--- config.mk ---
export PLATFORM = sky130hd
export DESIGN_NAME = marie_sequencer_flat
export DESIGN_NICKNAME = d
export VERILOG_FILES = /design/src/rtl/marie_sequencer_pkg.sv /design/src/rtl/marie_sequencer_if.sv /design/src/rtl/marie_sequencer_alu.sv /design/src/rtl/marie_sequencer.sv /design/src/flat_wrapper.sv
export SDC_FILE = /design/constraint.sdc
export NUM_CORES = 1
export LEC_CHECK = 0
export BUFFER_PORTS_ARGS = -buffer_cell sky130_fd_sc_hd__buf_2
export CELL_PAD_IN_SITES_DETAIL_PLACEMENT = 0
export CELL_PAD_IN_SITES_GLOBAL_PLACEMENT = 2
export CORE_ASPECT_RATIO = 1.1
export CORE_UTILIZATION = 29
export DETAILED_ROUTE_END_ITERATION = 12
export GPL_ROUTABILITY_DRIVEN = 0
export PLACE_DENSITY = 0.75
export SYNTH_ARGS = -nofsm -noshare
export SYNTH_HDL_FRONTEND = slang
export SYNTH_HIERARCHICAL = 1
export SYNTH_SLANG_ARGS = --single-unit
--- constraint.sdc ---
create_clock -name clk -period 3.6 [get_ports clk]
set_clock_uncertainty 0.1 [all_clocks]
set_input_delay 0.9 -clock clk [delete_from_list [all_inputs] [get_ports clk]]
set_output_delay 0.9 -clock clk [all_outputs]
set_load 0.02 [all_outputs]
--- src/rtl/marie_sequencer_pkg.sv ---
// Shared definitions for the MARIE fetch/decode/execute sequencer.
//   - default word / address widths
//   - opcode encoding (IR[15:12]), FSM states, Skipcond selector, ALU ops
// No ports; imported by the interface, the ALU and the sequencer top.
package marie_sequencer_pkg;

  localparam int MARIE_ADDR_W = 12;
  localparam int MARIE_DATA_W = 16;

  typedef enum logic [3:0] {
    OP_JNS      = 4'h0,
    OP_LOAD     = 4'h1,
    OP_STORE    = 4'h2,
    OP_ADD      = 4'h3,
    OP_SUBT     = 4'h4,
    OP_INPUT    = 4'h5,
    OP_OUTPUT   = 4'h6,
    OP_HALT     = 4'h7,
    OP_SKIPCOND = 4'h8,
    OP_JUMP     = 4'h9,
    OP_CLEAR    = 4'hA,
    OP_ADDI     = 4'hB,
    OP_JUMPI    = 4'hC,
    OP_LOADI    = 4'hD,
    OP_STOREI   = 4'hE,
    OP_ILLEGAL  = 4'hF
  } opcode_e;

  typedef enum logic [3:0] {
    S_F_ADDR,
    S_F_MEM,
    S_DECODE,
    S_IND_RD,
    S_EX_RD,
    S_EX_WR,
    S_EX_IO,
    S_EX_ALU,
    S_HALT
  } state_e;

  // Skipcond selector lives in IR[11:10]
  typedef enum logic [1:0] {
    SKIP_NEG   = 2'b00,
    SKIP_ZERO  = 2'b01,
    SKIP_POS   = 2'b10,
    SKIP_NEVER = 2'b11
  } skip_e;

  typedef enum logic [1:0] {
    ALU_PASS,
    ALU_ADD,
    ALU_SUB
  } alu_op_e;

endpackage

--- src/rtl/marie_sequencer_if.sv ---
// Bus bundle between the MARIE sequencer and its environment.
//   mem_*  : word memory req/ack handshake (req/we/addr/wdata held until ack)
//   in_*   : Input-instruction data stream (valid/ready)
//   out_*  : Output-instruction data stream (valid/ready)
// Modports: master = sequencer side, slave = memory / IO side.
interface marie_sequencer_if
  import marie_sequencer_pkg::*;
#(
  parameter int ADDR_W = MARIE_ADDR_W,
  parameter int DATA_W = MARIE_DATA_W
) ();

  logic              mem_req;
  logic              mem_we;
  logic [ADDR_W-1:0] mem_addr;
  logic [DATA_W-1:0] mem_wdata;
  logic [DATA_W-1:0] mem_rdata;
  logic              mem_ack;

  logic [DATA_W-1:0] in_data;
  logic              in_valid;
  logic              in_ready;

  logic [DATA_W-1:0] out_data;
  logic              out_valid;
  logic              out_ready;

  modport master (
    output mem_req, mem_we, mem_addr, mem_wdata,
    input  mem_rdata, mem_ack,
    input  in_data, in_valid,
    output in_ready,
    output out_data, out_valid,
    input  out_ready
  );

  modport slave (
    input  mem_req, mem_we, mem_addr, mem_wdata,
    output mem_rdata, mem_ack,
    output in_data, in_valid,
    input  in_ready,
    input  out_data, out_valid,
    output out_ready
  );

endinterface

--- src/rtl/marie_sequencer_alu.sv ---
// Combinational MARIE ALU.
//   op_i       : pass / add / subtract (wraps mod 2^DATA_W, no flags)
//   a_i        : accumulator
//   b_i        : memory buffer operand
//   skip_sel_i : Skipcond selector (IR[11:10])
//   res_o      : new accumulator value
//   skip_o     : Skipcond condition true for current AC
module marie_sequencer_alu
  import marie_sequencer_pkg::*;
#(
  parameter int DATA_W = MARIE_DATA_W
) (
  input  alu_op_e                   op_i,
  input  logic signed [DATA_W-1:0]  a_i,
  input  logic signed [DATA_W-1:0]  b_i,
  input  skip_e                     skip_sel_i,
  output logic signed [DATA_W-1:0]  res_o,
  output logic                      skip_o
);

  logic a_neg;
  logic a_zero;

  assign a_neg  = a_i[DATA_W-1];
  assign a_zero = (a_i == '0);

  always_comb begin
    res_o = b_i;
    case (op_i)
      ALU_ADD: res_o = a_i + b_i;
      ALU_SUB: res_o = a_i - b_i;
      default: res_o = b_i;
    endcase
  end

  always_comb begin
    skip_o = 1'b0;
    case (skip_sel_i)
      SKIP_NEG:   skip_o = a_neg;
      SKIP_ZERO:  skip_o = a_zero;
      SKIP_POS:   skip_o = !a_neg && !a_zero;
      default:    skip_o = 1'b0;
    endcase
  end

endmodule

--- src/rtl/marie_sequencer.sv ---
// MARIE fetch/decode/execute sequencer (PC, IR, MAR, MBR, AC).
// Ports:
//   clk, rst : clock, synchronous active-high reset
//   bus      : marie_sequencer_if.master (memory handshake + Input/Output streams)
//   ac, pc   : architectural accumulator and program counter
//   halted   : Halt (or illegal opcode) executed; only rst leaves this state
//   illegal  : opcode 0xF decoded
// Configuration macro MARIE_IO_EN: when defined, Input/Output stall in EX_IO on
// the valid/ready streams; when undefined they retire in DECODE as NOPs and the
// stream outputs are tied to zero.
module marie_sequencer
  import marie_sequencer_pkg::*;
#(
  parameter int                ADDR_W   = MARIE_ADDR_W,
  parameter int                DATA_W   = MARIE_DATA_W,
  parameter logic [ADDR_W-1:0] RESET_PC = '0
) (
  input  logic               clk,
  input  logic               rst,
  marie_sequencer_if.master  bus,
  output logic [DATA_W-1:0]  ac,
  output logic [ADDR_W-1:0]  pc,
  output logic               halted,
  output logic               illegal
);

  state_e                   state_q, state_d;
  logic [ADDR_W-1:0]        pc_q, pc_d;
  logic signed [DATA_W-1:0] ac_q, ac_d;
  logic [DATA_W-1:0]        ir_q, ir_d;
  logic [ADDR_W-1:0]        mar_q, mar_d;
  logic signed [DATA_W-1:0] mbr_q, mbr_d;
  logic                     illegal_q, illegal_d;

  logic                     mem_req;
  logic                     mem_we;
  logic [DATA_W-1:0]        mem_wdata;
  logic                     in_ready;
  logic                     out_valid;

  opcode_e                  op;
  logic [ADDR_W-1:0]        ir_addr;
  alu_op_e                  alu_op;
  logic signed [DATA_W-1:0] alu_res;
  logic                     skip;

  assign op      = opcode_e'(ir_q[DATA_W-1 -: 4]);
  assign ir_addr = ir_q[ADDR_W-1:0];

  // Direct and indirect forms share one ALU step
  always_comb begin
    alu_op = ALU_PASS;
    case (op)
      OP_ADD, OP_ADDI: alu_op = ALU_ADD;
      OP_SUBT:         alu_op = ALU_SUB;
      default:         alu_op = ALU_PASS;
    endcase
  end

  marie_sequencer_alu #(
    .DATA_W (DATA_W)
  ) u_alu (
    .op_i       (alu_op),
    .a_i        (ac_q),
    .b_i        (mbr_q),
    .skip_sel_i (skip_e'(ir_q[ADDR_W-1 -: 2])),
    .res_o      (alu_res),
    .skip_o     (skip)
  );

  always_ff @(posedge clk) begin
    if (rst) begin
      state_q   <= S_F_ADDR;
      pc_q      <= RESET_PC;
      ac_q      <= '0;
      ir_q      <= '0;
      mar_q     <= '0;
      mbr_q     <= '0;
      illegal_q <= 1'b0;
    end else begin
      state_q   <= state_d;
      pc_q      <= pc_d;
      ac_q      <= ac_d;
      ir_q      <= ir_d;
      mar_q     <= mar_d;
      mbr_q     <= mbr_d;
      illegal_q <= illegal_d;
    end
  end

  // Handshake outputs decode straight from the state register, so a reset
  // (state -> F_ADDR) drops mem_req on the same edge and an ack that arrives
  // afterwards finds no access pending.
  always_comb begin
    state_d   = state_q;
    pc_d      = pc_q;
    ac_d      = ac_q;
    ir_d      = ir_q;
    mar_d     = mar_q;
    mbr_d     = mbr_q;
    illegal_d = illegal_q;
    mem_req   = 1'b0;
    mem_we    = 1'b0;
    mem_wdata = '0;
    in_ready  = 1'b0;
    out_valid = 1'b0;

    case (state_q)
      S_F_ADDR: begin
        mar_d   = pc_q;
        state_d = S_F_MEM;
      end

      S_F_MEM: begin
        mem_req = 1'b1;
        if (bus.mem_ack) begin
          ir_d    = bus.mem_rdata;
          pc_d    = pc_q + 1'b1;
          state_d = S_DECODE;
        end
      end

      S_DECODE: begin
        mar_d   = ir_addr;
        state_d = S_F_ADDR;
        case (op)
          OP_CLEAR:    ac_d = '0;
          OP_JUMP:     pc_d = ir_addr;
          OP_HALT:     state_d = S_HALT;
          OP_SKIPCOND: if (skip) pc_d = pc_q + 1'b1;
          OP_LOAD, OP_ADD, OP_SUBT: state_d = S_EX_RD;
          OP_STORE, OP_JNS:         state_d = S_EX_WR;
          OP_LOADI, OP_ADDI, OP_STOREI, OP_JUMPI: state_d = S_IND_RD;
          OP_INPUT, OP_OUTPUT: begin
`ifdef MARIE_IO_EN
            state_d = S_EX_IO;
`endif
          end
          OP_ILLEGAL: begin
            illegal_d = 1'b1;
            state_d   = S_HALT;
          end
          default: state_d = S_F_ADDR;
        endcase
      end

      // Pointer fetch: JumpI finishes here, the others continue on the direct path
      S_IND_RD: begin
        mem_req = 1'b1;
        if (bus.mem_ack) begin
          if (op == OP_JUMPI) begin
            pc_d    = bus.mem_rdata[ADDR_W-1:0];
            state_d = S_F_ADDR;
          end else begin
            mar_d   = bus.mem_rdata[ADDR_W-1:0];
            state_d = (op == OP_STOREI) ? S_EX_WR : S_EX_RD;
          end
        end
      end

      S_EX_RD: begin
        mem_req = 1'b1;
        if (bus.mem_ack) begin
          mbr_d   = bus.mem_rdata;
          state_d = S_EX_ALU;
        end
      end

      S_EX_ALU: begin
        ac_d    = alu_res;
        state_d = S_F_ADDR;
      end

      // JnS stores the already-incremented PC as its return address
      S_EX_WR: begin
        mem_req   = 1'b1;
        mem_we    = 1'b1;
        mem_wdata = (op == OP_JNS) ? DATA_W'(pc_q) : ac_q;
        if (bus.mem_ack) begin
          if (op == OP_JNS) pc_d = mar_q + 1'b1;
          state_d = S_F_ADDR;
        end
      end

      S_EX_IO: begin
`ifdef MARIE_IO_EN
        if (op == OP_INPUT) begin
          in_ready = 1'b1;
          if (bus.in_valid) begin
            ac_d    = bus.in_data;
            state_d = S_F_ADDR;
          end
        end else begin
          out_valid = 1'b1;
          if (bus.out_ready) state_d = S_F_ADDR;
        end
`else
        state_d = S_F_ADDR;
`endif
      end

      S_HALT: state_d = S_HALT;

      default: state_d = S_F_ADDR;
    endcase
  end

  assign bus.mem_req   = mem_req;
  assign bus.mem_we    = mem_we;
  assign bus.mem_addr  = mar_q;
  assign bus.mem_wdata = mem_wdata;
  assign bus.in_ready  = in_ready;
  assign bus.out_valid = out_valid;
`ifdef MARIE_IO_EN
  assign bus.out_data  = out_valid ? ac_q : '0;
`else
  assign bus.out_data  = '0;
`endif

  assign ac      = ac_q;
  assign pc      = pc_q;
  assign halted  = (state_q == S_HALT);
  assign illegal = illegal_q;

endmodule

--- src/flat_wrapper.sv ---
// flat-port wrapper written by rule: the top's interface ports become plain ports
module marie_sequencer_flat import marie_sequencer_pkg::*;
#(
  parameter int                ADDR_W   = MARIE_ADDR_W,
  parameter int                DATA_W   = MARIE_DATA_W,
  parameter logic [ADDR_W-1:0] RESET_PC = '0
)
  (clk, rst, ac, pc, halted, illegal, bus_mem_req, bus_mem_we, bus_mem_addr, bus_mem_wdata, bus_mem_rdata, bus_mem_ack, bus_in_data, bus_in_valid, bus_in_ready, bus_out_data, bus_out_valid, bus_out_ready);
  marie_sequencer_if #(.ADDR_W(ADDR_W), .DATA_W(DATA_W)) bus_i ();
  input  logic clk;
  input  logic rst;
  output logic [DATA_W-1:0] ac;
  output logic [ADDR_W-1:0] pc;
  output logic halted;
  output logic illegal;
  output wire logic [$bits(bus_i.mem_req)-1:0] bus_mem_req;
  output wire logic [$bits(bus_i.mem_we)-1:0] bus_mem_we;
  output wire logic [$bits(bus_i.mem_addr)-1:0] bus_mem_addr;
  output wire logic [$bits(bus_i.mem_wdata)-1:0] bus_mem_wdata;
  input wire logic [$bits(bus_i.mem_rdata)-1:0] bus_mem_rdata;
  input wire logic [$bits(bus_i.mem_ack)-1:0] bus_mem_ack;
  input wire logic [$bits(bus_i.in_data)-1:0] bus_in_data;
  input wire logic [$bits(bus_i.in_valid)-1:0] bus_in_valid;
  output wire logic [$bits(bus_i.in_ready)-1:0] bus_in_ready;
  output wire logic [$bits(bus_i.out_data)-1:0] bus_out_data;
  output wire logic [$bits(bus_i.out_valid)-1:0] bus_out_valid;
  input wire logic [$bits(bus_i.out_ready)-1:0] bus_out_ready;
  assign bus_mem_req = bus_i.mem_req;
  assign bus_mem_we = bus_i.mem_we;
  assign bus_mem_addr = bus_i.mem_addr;
  assign bus_mem_wdata = bus_i.mem_wdata;
  assign bus_i.mem_rdata = bus_mem_rdata;
  assign bus_i.mem_ack = bus_mem_ack;
  assign bus_i.in_data = bus_in_data;
  assign bus_i.in_valid = bus_in_valid;
  assign bus_in_ready = bus_i.in_ready;
  assign bus_out_data = bus_i.out_data;
  assign bus_out_valid = bus_i.out_valid;
  assign bus_i.out_ready = bus_out_ready;
  marie_sequencer #(.ADDR_W(ADDR_W), .DATA_W(DATA_W), .RESET_PC(RESET_PC)) u_core (.clk(clk), .rst(rst), .bus(bus_i), .ac(ac), .pc(pc), .halted(halted), .illegal(illegal));
endmodule
* Word level (Yosys, flattened, before mapping)
Cells that the tools add are included.
Word-level totals: register bits after elaboration 77, word-level logic and storage cells 96, output and inout bits 78, bits of input ports 37
Cells by class: add/subtract/negate cells 4, reduce and logical (&&, ||, !) cells 23, eq/ne operators 34, multiplexer cells 28
Operators by type and width (number):
- 12-bit 2-to-1 mux | 8
- 16-bit case mux with 2 select lines | 2
- 16-bit 2-to-1 mux | 3
- 12-bit case mux with 4 select lines | 1
- 4-bit equality test, second input constant | 9
- 12-bit case mux with 3 select lines | 1
- 4-bit case mux with 7 select lines | 1
- 12-bit by 1-bit adder with 12-bit output, second input constant | 2
- 12-bit case mux with 2 select lines | 1
- 4-bit by 3-bit equality test with 1-bit output, second input constant | 5
- 4-bit 2-to-1 mux | 5
- 16-bit adder | 1
- 4-bit by 2-bit equality test with 1-bit output, second input constant | 4
- 16-bit zero test | 1
- 4-bit case mux with 4 select lines | 1
- 16-bit subtractor | 1
- 2-bit != test, second input constant | 6
- 4-bit by 1-bit equality test with 1-bit output, second input constant | 2
- 4-bit zero test | 2
- 2-bit AND reduction | 4
- 8-bit AND reduction | 1
- 4-bit OR reduction | 2
- 3-bit by 2-bit != test with 1-bit output, second input constant | 2
- 2-bit OR reduction | 3
- 15 further kinds | 21

* Depth between registers and ports, before layout
word-level depth 7, mapped depth 18, mapped depth without buffers 18

* Cells and area by module
The synthesis kept the hierarchy.
By module, submodules not included:
- marie_sequencer | cells an instance 555, area an instance 4425.5 µm², times used 1, seq. area each 1541.5 µm²
- marie_sequencer_alu | cells an instance 181, area an instance 1249.9 µm², times used 1, seq. area each 0.0 µm²

* Least setup slack after synthesis
Ideal clock, no wire load.
path type reg2reg, from register u_core.ir_q[14], to register u_core.ac_q[14], in the netlist u_core/ac[14], buffers on the path 2, cell stages (with the launch flop) 16, slack 0.163 ns, arrival time 3.209 ns, library setup time 0.128 ns, clock period less this slack 3.437 ns, data required time 3.372 ns, cells stage by stage dfxtp_1 > buf_2 > nor4b_1 > ha_1 > buf_2 > mux2i_1 > fa_1 > a21o_1 > a21oi_1 > o21ai_1 > a31oi_1 > a31oi_1 > xnor2_1 > o21ai_1 > a22oi_1 > nor2_1
Between the ends: cells in the longest elaborated chain, start to end 6, elaborated cells between the ends (all ways) 12, classes of those cells eq/ne: 7; mux: 3; reduce/logical: 2
Ends and longest elaborated chain:
- start: declaration | line marie_sequencer.sv:30 | logic [DATA_W-1:0] ir_q, ir_d;
- start signal: assignment | line marie_sequencer.sv:84 | ir_q <= ir_d;
- 4-bit by 2-bit equality test with 1-bit output or 4-bit equality test (tied branches) | line marie_sequencer.sv:53 | case (op)
- 2-bit OR reduction | line marie_sequencer.sv:53
- 2-bit case mux with 2 select lines * | line marie_sequencer.sv:53
- net u_core.alu_op[1] | line marie_sequencer.sv:43 | alu_op_e alu_op;
- 2-bit equality test or 2-bit by 1-bit equality test with 1-bit output (tied branches) | line marie_sequencer_alu.sv:29 | case (op_i)
- 16-bit case mux with 2 select lines * | line marie_sequencer_alu.sv:29
- net u_core.alu_res[14] | line marie_sequencer.sv:44 | logic signed [DATA_W-1:0] alu_res;
- 16-bit case mux with 2 select lines * | line marie_sequencer.sv:108 | case (state_q)
- end signal: assignment | line marie_sequencer.sv:75 | ac_q <= '0;
- end signal: assignment | line marie_sequencer.sv:83 | ac_q <= ac_d;
- end: declaration | line marie_sequencer.sv:29 | logic signed [DATA_W-1:0] ac_q, ac_d;
The timed path passes the listed nets; every way through them passes the cells marked *. A chain may end at the register's enable or synchronous reset.

* Final worst setup path
from register u_core.mbr_q[0], to register u_core.ac_q[13], in the netlist u_core/ac[13]
Between the ends: cells in the longest elaborated chain, start to end 3, elaborated cells between the ends (all ways) 4, classes of those cells add/sub: 2; mux: 2
Ends and longest elaborated chain:
- start: declaration | line marie_sequencer.sv:32 | logic signed [DATA_W-1:0] mbr_q, mbr_d;
- start signal: assignment | line marie_sequencer.sv:86 | mbr_q <= mbr_d;
- 16-bit subtractor or 16-bit adder (tied branches) | line marie_sequencer_alu.sv:31, marie_sequencer_alu.sv:30
- 16-bit case mux with 2 select lines * | line marie_sequencer_alu.sv:29
- net u_core.alu_res[13] | line marie_sequencer.sv:44
- 16-bit case mux with 2 select lines * | line marie_sequencer.sv:108
Marks and branches as above.

==> run metrics <==
Post-Syn Area per Cell=7.71 µm²; die height=149 µm; Crit path largest cell delay=0.45 ns; final HPWL from detailed placement=13,600 µm; share of post-route cells with drive strength above 1=0.185; register area share after synthesis=0.272; Max Cap Violations=0; gr usage total=0.185; critical path data required time=3.72 ns; fraction of registers with async set/reset=0; Max rail drop VDD=0.220 mV; Mapped Area=5680 µm²; number of global-route vias before repair=slightly above 5k; pin count of the biggest net entering global routing=41; startpoint types=flip-flop; Post-synth top flop=dfxtp_1; post-synth cell types=63; TritonCTS Buffers=9; DIE AREA=20,100 µm²; top post-synthesis cells by area=dfxtp_1 27%, mux2i_1 9.3%, nor2_1 6.3%; Synth Instances=736; Clock Path Buffers=2; drc violations=0; Root Buffer=clkbuf_16; TritonCTS clock tree=built; Sequential Area=1540 µm²; WHS=0.365 ns; fillers=~2k; Synthesis Warnings=6; fmax=between 200 and 300 MHz; I/O pin cnt=around 120; CP Class=flip-flop to flip-flop; unrepaired setup endpoints after global routing=no; Starting Density=0.296; DRT iter0 DRCs=500; core area=roughly 19,000 µm²; Bufs and invs on worst path=1; Port Buf Inserts=78; static leakage=2.76 nW; Die X=135 µm; CP arrival=3.47 ns; wire per inst=between 15 and 20 µm; Final #Nets=868; CTS Hold Bufs=0; Cell Rows=53; worst r2r src=u_core/mbr_q[0]$_SDFFE_PP0P_; Worst-path clk slew=0.07 ns; post-route ant nets=0; Worst-Margin Slew=0.935 ns; reg2reg setup slack=between 0.2 and 0.3 ns; Yosys top cell area share=0.272; hold path start=u_core/illegal$_SDFFE_PP0P_; fin. max-slew vios=0; synthesis-stage register bit count=77; Hold EP=u_core/illegal$_SDFFE_PP0P_; setup TNS=0 ns; final instance area=approximately 6700 µm²; Setup crit end kind=flip-flop; CP Cell Sequence=inv_1 -> ha_1 -> nor2b_2 -> nand3b_1 -> or4_1 -> nor2b_1 -> xnor2_1 -> ha_1 -> a21o_1 -> a21oi_1 -> o31ai_1 -> a21oi_1 -> xor2_1 -> o21ai_1 -> a22oi_1 -> nor2_1; placed inst area=6320 µm²; worst hold path type=flip-flop to flip-flop; FF-to-FF path depth=16; first-pass GRT wire length=28,800 µm; status=finished clean; # clock sinks=77; slowest stage cell, crit path=or4_1; Max-slew headroom=0.375; multi-input logic area=around 3800 µm²; vias=5,536; cell accounting for the most synthesized area=dfxtp_1; drt via density=5.21; CP Max Fanout=5; final worst-path cycle share=0.930; drt pass-1 iters=5; hold path cells=2; Fin. Hold Viols=0; pwr/cell area=465 nW/µm²; n_diodes=0; Crit path max-delay family=simple AND/OR/NAND/NOR gates; final setup vio count=0; area growth from synthesis to layout=17.2%; Detailed Route WL=18,400 µm; RR Endpoint=u_core/ac[13]$_SDFFE_PP0P_; EDFF count, synth=0; total global routing overflow=0; H-tree depth=3; Worst-Skew Late Latency=0.34 ns; Final min period=3.35 ns; initial antenna violation count=0
-- area by class of cell --
class                      instances  area share
multi-input combinational        594       0.572
sequential                        77       0.232
timing repair buffer             109      0.0971
tap                              247      0.0465
clock buffer                      10      0.0359
inverter                          20      0.0113
clock inverter                     5     0.00546
-- where the power goes --
part           switching [mW]  leakage [nW]  internal (mW)
Combinational           0.738          2.01          0.475
Clock                   0.396         0.127          0.484
Sequential             0.0898         0.624          0.910
-- per-layer routing --
metal	part of all wire	wire [µm]	vias up	global-route usage
li1	-	-	2729	-
met1	0.49	8960	2615	0.265
met2	0.45	8300	173	0.288
met3	0.048	892	19	0.0218
met4	0.015	279	0	0.0579
met5	0	0	-	0
-- metrics by stage --
stage                     std cells   util  worst slack (ns)  total power [mW]
final                          1062  0.347             0.253              3.09
after floorplan                 753      -             0.163              1.90
after global placement         1044  0.330            0.0889              2.18
after detailed placement       1044  0.330            0.0592              2.20
after global routing           1062  0.347            0.0187              3.27
after CTS                      1059  0.344            0.0496              3.08
-- layout by cell type (no fill, tap or decap), types with 18 or more instances in the layout --
cell | synthesis | final
xnor2_1 | 28 | 28
inv_1 | 20 | 20
o21ai_1 | 17 | 18
nand2_1 | 81 | 81
conb_1 | 1 | 18
xor2_1 | 18 | 18
dfxtp_1 | 77 | 77
nor2_1 | 96 | 95
o21ai_0 | 33 | 32
ha_1 | 19 | 18
nand3_1 | 19 | 19
buf_2 | 15 | 78
buf_4 | 23 | 28
mux2i_1 | 53 | 53
a22oi_1 | 24 | 24
a21oi_1 | 59 | 59
-- worst max path at each step --
stage                                  from                         end  slack, ns  cells past startpoint
2_1_floorplan  u_core/ir_q[14]$_SDFFE_PP0P_  u_core/ac[14]$_SDFFE_PP0P_       0.16                     15
3_5_place_dp   u_core/ir_q[12]$_SDFFE_PP0P_  u_core/ac[14]$_SDFFE_PP0P_       0.06                     13
4_1_cts        u_core/ir_q[12]$_SDFFE_PP0P_  u_core/ac[14]$_SDFFE_PP0P_       0.05                     13
6_report       u_core/mbr_q[0]$_SDFFE_PP0P_  u_core/ac[13]$_SDFFE_PP0P_       0.25                     16
3_3_place_gp   u_core/ir_q[12]$_SDFFE_PP0P_  u_core/ac[14]$_SDFFE_PP0P_       0.09                     13
5_1_grt        u_core/mbr_q[0]$_SDFFE_PP0P_  u_core/ac[14]$_SDFFE_PP0P_       0.02                     17
-- Yosys cell counts, drive strengths merged, types with 2 or more instances --
master and instances:
a211oi 4, a21boi 2, a21o 8, a21oi 60
a22oi 24, a31oi 10, and2 2, and3 10
and4 3, buf 39, clkbuf 23, dfxtp 77
ha 19, inv 20, mux2i 53, nand2 81
nand2b 4, nand3 19, nand4 7, nand4b 2
nor2 96, nor2b 6, nor3 15, nor4 11
nor4b 3, o21a 3, o21ai 50, o21bai 6
o22ai 4, o31ai 4, o32ai 4, or4 4
xnor2 28, xor2 18
-- logic make-up after synthesis --
| logic type | Yosys count | share of synthesized area |
|---|---|---|
| buffers and inverters | 82 | 0.0741 |
| other | 1 | 0.000661 |
| AOI/OAI and AO/OA | 187 | 0.206 |
| xor gates and xnor gates | 46 | 0.0710 |
| adders and majority gates | 20 | 0.0454 |
| and+or+nand+nor | 269 | 0.236 |
| muxes | 54 | 0.0955 |
| DFF | 77 | 0.272 |
-- repair_timing --
| item | 4_1_cts | 5_1_grt |
|---|---|---|
| resized for setup | 0 | 6 |
| endpoints found under the setup margin | 0 | 7 |
| setup buffers | 0 | 3 |
-- worst min-delay path: cells and delay by family (launching register included) --
family	cells	cell delay (ns)
DFF	1	0.33
AOI/OAI and AO/OA	1	0.04
and+or+nand+nor	1	0.07
-- state kept, by name, indices dropped and copies added, names as in the netlist --
register and count:
u_core/pc 12, u_core/state_q 4, u_core/ir_q 16, u_core/ac 16
u_core/mbr_q 16, u_core/illegal 1, u_core/bus.mem_addr 12
Power figures use the tool's default switching activity.
